`config.mk`:
```
export PLATFORM = sky130hd
export DESIGN_NAME = picosoc_gpio
export DESIGN_NICKNAME = d
export VERILOG_FILES = /design/src/rtl/picosoc_gpio.sv
export SDC_FILE = /design/constraint.sdc
export NUM_CORES = 1
export LEC_CHECK = 0
export ABC_AREA = 1
export CAP_MARGIN = 0
export CELL_PAD_IN_SITES_DETAIL_PLACEMENT = 1
export CELL_PAD_IN_SITES_GLOBAL_PLACEMENT = 1
export CORE_MARGIN = 2
export CORE_UTILIZATION = 32
export DETAILED_ROUTE_END_ITERATION = 7
export PLACE_DENSITY = 0.87
export SETUP_SLACK_MARGIN = 0.5
export SYNTH_ARGS = -nofsm -noshare
export SYNTH_HDL_FRONTEND = slang
export SYNTH_SLANG_ARGS = --single-unit
```
`constraint.sdc`:
```
create_clock -name clk -period 1.5 [get_ports clk]
set_input_delay 0.15 -clock clk [delete_from_list [all_inputs] [get_ports clk]]
set_output_delay 0.15 -clock clk [all_outputs]
set_load 0.05 [all_outputs]
```
`src/rtl/picosoc_gpio.sv`:
```
// Memory-mapped GPIO port for the PicoSoC iomem bus: output data/enable, synchronised
// input readback, atomic set/clear and per-bit edge interrupts.
module picosoc_gpio #(
    parameter int unsigned WIDTH       = 8,
    parameter logic [7:0]  BASE_ADDR   = 8'h03,
    parameter int unsigned SYNC_STAGES = 2
) (
    input  logic             clk,
    input  logic             resetn,
    input  logic             iomem_valid,
    output logic             iomem_ready,
    input  logic [3:0]       iomem_wstrb,
    input  logic [31:0]      iomem_addr,
    input  logic [31:0]      iomem_wdata,
    output logic [31:0]      iomem_rdata,
    input  logic [WIDTH-1:0] gpio_in,
    output logic [WIDTH-1:0] gpio_out,
    output logic [WIDTH-1:0] gpio_oe,
    output logic             irq
);

    localparam logic [2:0] REG_OUT     = 3'd0;
    localparam logic [2:0] REG_OE      = 3'd1;
    localparam logic [2:0] REG_IN      = 3'd2;
    localparam logic [2:0] REG_RISE_EN = 3'd3;
    localparam logic [2:0] REG_FALL_EN = 3'd4;
    localparam logic [2:0] REG_PEND    = 3'd5;
    localparam logic [2:0] REG_OUT_SET = 3'd6;
    localparam logic [2:0] REG_OUT_CLR = 3'd7;

    logic                                 ready_q;
    logic [31:0]                          rdata_q;
    logic [31:0]                          rdata_d;
    logic [WIDTH-1:0]                     out_q, out_d;
    logic [WIDTH-1:0]                     oe_q, oe_d;
    logic [WIDTH-1:0]                     rise_en_q, rise_en_d;
    logic [WIDTH-1:0]                     fall_en_q, fall_en_d;
    logic [WIDTH-1:0]                     pend_q, pend_d;
    logic [SYNC_STAGES-1:0][WIDTH-1:0]    sync_q;
    logic [WIDTH-1:0]                     in_s;
    logic [WIDTH-1:0]                     in_d_q;

    logic                                 sel_c;
    logic                                 wr_c;
    logic [2:0]                           idx_c;
    logic [WIDTH-1:0]                     wr_mask_c;
    logic [WIDTH-1:0]                     wr_data_c;
    logic [WIDTH-1:0]                     rd_val_c;
    logic [WIDTH-1:0]                     rise_c;
    logic [WIDTH-1:0]                     fall_c;
    logic [WIDTH-1:0]                     pend_clr_c;
    logic                                 unused_c;

    // Address bits outside the top byte and the register index alias the window.
    assign unused_c = ^{iomem_addr[23:5], iomem_addr[1:0], iomem_wdata};

    assign in_s   = sync_q[SYNC_STAGES-1];
    assign rise_c = in_s & ~in_d_q;
    assign fall_c = ~in_s & in_d_q;

    // Bus decode and byte-lane masking, trimmed to the implemented pin count.
    always_comb begin
        sel_c     = iomem_valid && !ready_q && (iomem_addr[31:24] == BASE_ADDR);
        wr_c      = |iomem_wstrb;
        idx_c     = iomem_addr[4:2];
        wr_mask_c = WIDTH'({{8{iomem_wstrb[3]}}, {8{iomem_wstrb[2]}},
                            {8{iomem_wstrb[1]}}, {8{iomem_wstrb[0]}}});
        wr_data_c = WIDTH'(iomem_wdata) & wr_mask_c;
    end

    // Read mux samples state before any same-cycle write.
    always_comb begin
        rd_val_c = '0;
        case (idx_c)
            REG_OUT, REG_OUT_SET, REG_OUT_CLR: rd_val_c = out_q;
            REG_OE:                            rd_val_c = oe_q;
            REG_IN:                            rd_val_c = in_s;
            REG_RISE_EN:                       rd_val_c = rise_en_q;
            REG_FALL_EN:                       rd_val_c = fall_en_q;
            REG_PEND:                          rd_val_c = pend_q;
            default:                           rd_val_c = '0;
        endcase
        rdata_d = sel_c ? 32'(rd_val_c) : 32'd0;
    end

    // Register write decode; a pending edge always beats a same-cycle W1C.
    always_comb begin
        out_d      = out_q;
        oe_d       = oe_q;
        rise_en_d  = rise_en_q;
        fall_en_d  = fall_en_q;
        pend_clr_c = '0;
        if (sel_c && wr_c) begin
            case (idx_c)
                REG_OUT:     out_d      = (out_q & ~wr_mask_c) | wr_data_c;
                REG_OE:      oe_d       = (oe_q & ~wr_mask_c) | wr_data_c;
                REG_RISE_EN: rise_en_d  = (rise_en_q & ~wr_mask_c) | wr_data_c;
                REG_FALL_EN: fall_en_d  = (fall_en_q & ~wr_mask_c) | wr_data_c;
                REG_PEND:    pend_clr_c = wr_data_c;
                REG_OUT_SET: out_d      = out_q | wr_data_c;
                REG_OUT_CLR: out_d      = out_q & ~wr_data_c;
                default:     ;
            endcase
        end
        pend_d = (pend_q & ~pend_clr_c) | (rise_c & rise_en_q) | (fall_c & fall_en_q);
    end

    always_ff @(posedge clk or negedge resetn) begin
        if (!resetn) begin
            ready_q   <= 1'b0;
            rdata_q   <= '0;
            out_q     <= '0;
            oe_q      <= '0;
            rise_en_q <= '0;
            fall_en_q <= '0;
            pend_q    <= '0;
            sync_q    <= '0;
            in_d_q    <= '0;
        end else begin
            ready_q   <= sel_c;
            rdata_q   <= rdata_d;
            out_q     <= out_d;
            oe_q      <= oe_d;
            rise_en_q <= rise_en_d;
            fall_en_q <= fall_en_d;
            pend_q    <= pend_d;
            sync_q    <= {sync_q[SYNC_STAGES-2:0], gpio_in};
            in_d_q    <= in_s;
        end
    end

    assign iomem_ready = ready_q;
    assign iomem_rdata = rdata_q;
    assign gpio_out    = out_q;
    assign gpio_oe     = oe_q;
    assign irq         = |pend_q;

endmodule

```
Word-level counts from Yosys, hierarchy flattened --
Cells that the tools add are included.
Cells by class: multiplexer cells 5, bitwise gates (word level) 23, reductions and logical operators 13, eq/ne operators 8
Operators by type and width (count):
- 8-bit bitwise AND | 11
- 8-bit OR | 7
- 8-bit one-hot mux with 6 select lines | 1
- 8-bit inverter | 5
- 8-bit 2-to-1 mux | 3
- 8-bit one-hot mux with 3 select lines | 1
- 3-bit == test (second input constant) | 4
- 8-bit by 2-bit == test with 1-bit output (second input constant) | 1
- 2-bit AND reduction | 4
- 8-bit OR reduction | 1
- 3-bit by 2-bit == test with 1-bit output (second input constant) | 2
- 4-bit OR reduction | 1
- 3-bit by 1-bit == test with 1-bit output (second input constant) | 1
- 1-bit logical AND | 3
- 3-bit zero test | 1
- 3-bit nonzero test | 1
- 3-bit OR reduction | 1
- 1-bit zero test | 1
Storage, ports and cells: logic and storage cells 59, bits in registers 73

Longest topological paths before layout --
word-level depth 9, gate-level depth with buffers 9, depth with buffers taken out 7

Worst setup path after synthesis --
Ideal clock, no wire load.
path kind reg2reg, start point reg ready_q, in the netlist iomem_ready, end point reg with a tool-made name, stages on the path, launching flop included 9, path buffers 2, data required time 1.378 ns, path slack -0.110 ns, arrival 1.488 ns, path through dfrtp_1 nor2_1 nand3_1 nor2_2 buf_4 nand3_4 buf_2 nand2_1 o21ai_1
RTL lines:
- start: declaration | line 31 | logic ready_q;
- start signal: assignment | line 120 | ready_q <= sel_c;

==> flow_summary_export.csv <==
group,metric,value,unit
global_route,grt_overflow,0,
logic_synthesis,yosysWarnings,0,
floorplanning,num_io_pins,129,
sta,rsz0062_at_grt,"true",
status,violations,"setup timing",
power_and_ir_drop,peakVddDrop,0.499,mV
logic_synthesis,yosysTopAreaCell,"dfrtp_1",
power_and_ir_drop,p_int,0.00352,W
sta,final_max_slew_viol_count,0,
floorplanning,fp-row-count,37,
worst_setup_path,cp-start-kind,"register",
floorplanning,coreArea,10300,um2
global_route,grt_usage,21.9,%
worst_setup_path,cp-end-kind,"register",
power_and_ir_drop,seqPwrFrac,42.8,%
drt,drt_drc_violations_left,0,
power_and_ir_drop,swShare,25.9,%
drt,wl_per_cell,18.3,um
cts,cts.htree.levels,3,
logic_synthesis,async_flop_share,100,%
logic_synthesis,synth_edf_count,0,
drt,postRouteWirelength,12.2,mm
logic_synthesis,yosysMostFrequentCell,"nand2_1",
logic_synthesis,ys_top_cells_by_count,"134 x nand2_1, 73 x dfrtp_1, 36 x inv_1",
power_and_ir_drop,power_leakage,2.49,nW
place,io_buffers,59,
logic_synthesis,synth_seq_cells,73,
worst_setup_path,crit_required,1.78,ns
cts,cts_made_buffers,9,
status,status,"finished with violations",
drt,drt-vias-per-instance,4.85,
flow_run,max_cap_violations,0,
drt,dr_total_vias,3232,
logic_synthesis,synth-seq-area-share,53.6,%
sta,slew-limit-headroom,64.2,%
place,post-dp-hpwl,7.47,mm
drt,dr.pass1.iters,4,
sta,hold_ws,0.213,ns
cts,tritoncts,"yes",
global_route,grt_max_degree,35,
final_layout,fillers,1181,
logic_synthesis,ys.flop_type,"dfrtp_1",
sta,fin_skew,0.0108,ns
logic_synthesis,synth.avg_cell_area,8.50,um2
final_layout,drive_gt1_share,32.6,%
logic_synthesis,synth_cell_type_count,24,
sta,period_share,104,%
power_and_ir_drop,p_clk_share,45.0,%
sta,worst_slack,-0.0636,ns
worst_setup_path,crit_start,"iomem_ready",
sta,tightest_slew,0.536,ns
worst_setup_path,worstPathArrival,1.84,ns
final_layout,n_antenna_cell,0,
cts,cts.path.max_buffers,2,
final_layout,synthToLayoutAreaGrowth,51.7,%
worst_setup_path,r2r_start,"iomem_ready",
global_route,grt_pass1_wl,18.6,mm
logic_synthesis,synthCells,401,
sta,setup_viol,17,
power_and_ir_drop,power_switching,0.00123,W
floorplanning,dieWidth,107,um
worst_hold_path,hp-class,"in -> reg",
worst_setup_path,crit_type,"reg -> reg",
final_layout,nets,605,
cts,cts.sinks,73,
logic_synthesis,synth.area.top_cells,"dfrtp_1 54%, nand2_1 15%, buf_4 5.9%, inv_1 4.0%, nor2_1 3.0%",
floorplanning,fp.dieH,107,um
logic_synthesis,synth_area,3410,um2
worst_setup_path,cp_max_fo,8,
global_route,antenna_found_initial,0,
logic_synthesis,yosysTopAreaCellShare,53.6,%
sta,fmax,640,MHz
cts,root_buffer,"clkbuf_8",
floorplanning,initial_utilization,33.0,%
worst_hold_path,min_from,"gpio_in[2]",
power_and_ir_drop,p_comb_share,12.2,%
place,gp_congestion,0.913,
sta,min_period,1.56,ns
sta,fin_setup_tns,-0.288,ns
power_and_ir_drop,pwr_density_cell,917,nW/um2
drt,ant_nets,0,
drt,drt_iter0_drc,173,
floorplanning,dieArea,11500,um2
global_route,grt_pass1_vias,3455,
cts,path_clk_slew,0.09,ns
sta,hold_viol,0,
cts,clk_latency,0.36,ns
worst max-delay path: stages (launching register included):
cell     delay (ns)
dfrtp_2        0.42
nor2_2         0.08
nand3_1        0.09
nor2_2         0.18
buf_12         0.14
buf_12         0.11
buf_6          0.11
nand3_4        0.12
o21ai_1        0.21
cell families after synthesis:
kind of cell	Yosys count	share of synthesized area, %
flops	73	53.6
other cells	1	0.110
compound gates	46	7.23
buf+inv	71	11.6
simple gates	210	27.5
per-stage QoR:
stage | cell area (um2) | util, % | instances | setup slack (ns) | power (W)
floorplan | 3520 | - | 424 | 0.0103 | 0.00238
global placement | 4230 | 40.9 | 614 | -0.269 | 0.00258
detailed placement | 4230 | 40.9 | 614 | -0.295 | 0.00260
CTS | 5020 | 48.7 | 654 | -0.0504 | 0.00476
global route | 5170 | 50.1 | 667 | -0.123 | 0.00493
finish | 5170 | 50.1 | 667 | -0.0636 | 0.00474
cell type report:
type / count / area (um2) / area share, %
timing repair buffer: 121 / 1260 / 24.3
inverter: 38 / 144 / 2.78
tap: 136 / 170 / 3.29
clock buffer: 10 / 138 / 2.66
clock inverter: 6 / 138 / 2.66
sequential: 73 / 1830 / 35.3
multi-input combinational: 283 / 1500 / 29.0
final timing paths:
path / end / slack (ns) / cells after the start
setup reg to reg: register / -0.06 / 8
max in group asynchronous: async pin / 0.67 / 3
min in group asynchronous: async pin / 0.25 / 2
setup / recovery: register / -0.06 / 8
hold reg to reg: in_s[0] / 0.35 / 0
hold / removal: sync_q[2] / 0.21 / 1
power by group through the flow:
| stage | clock network [W] | registers [W] | logic, W |
|---|---|---|---|
| 2_1_floorplan | 0 | 0.00207 | 0.000310 |
| 3_3_place_gp | 0 | 0.00206 | 0.000518 |
| 3_5_place_dp | 0 | 0.00207 | 0.000534 |
| 4_1_cts | 0.00217 | 0.00203 | 0.000564 |
| 5_1_grt | 0.00227 | 0.00203 | 0.000618 |
| 6_report | 0.00214 | 0.00203 | 0.000577 |
placed cells by master, fill, tap and decap left out, types with 2 or more instances in the layout:
cell type	synthesis	layout
buf_16	0	3
buf_6	3	27
conb_1	1	24
nand2_1	134	116
nand4_1	16	16
nor2_4	3	3
inv_1	36	35
nand3_1	17	17
buf_12	0	8
clkdlybuf4s50_1	0	29
nor2_2	1	3
nor3_1	3	2
dfrtp_1	73	72
dlygate4sd2_1	0	3
o21ai_0	20	4
nand3_4	3	6
clkbuf_8	0	10
o21ai_2	4	28
buf_4	27	49
o21ai_1	20	12
nor2_1	27	25
inv_2	1	2
bufinv_16	0	4
nand2_2	3	20
nor4_2	0	2
what timing repair did:
action	CTS	global route
pin swaps	25	18
setup buffers	17	13
hold buffers	1	0
hold endpoints to repair	25	0
cloned	6	0
setup endpoints to repair	75	75
resized for setup	91	14
layer usage:
layer | global-route usage [%] | vias to the layer above | wire length (um)
li1 | - | 1490 | -
met1 | 25.0 | 1604 | 4800
met2 | 40.1 | 112 | 6590
met3 | 4.98 | 26 | 508
met4 | 7.14 | 0 | 294
met5 | 0 | - | 0
(Power assumes the default switching activity.)
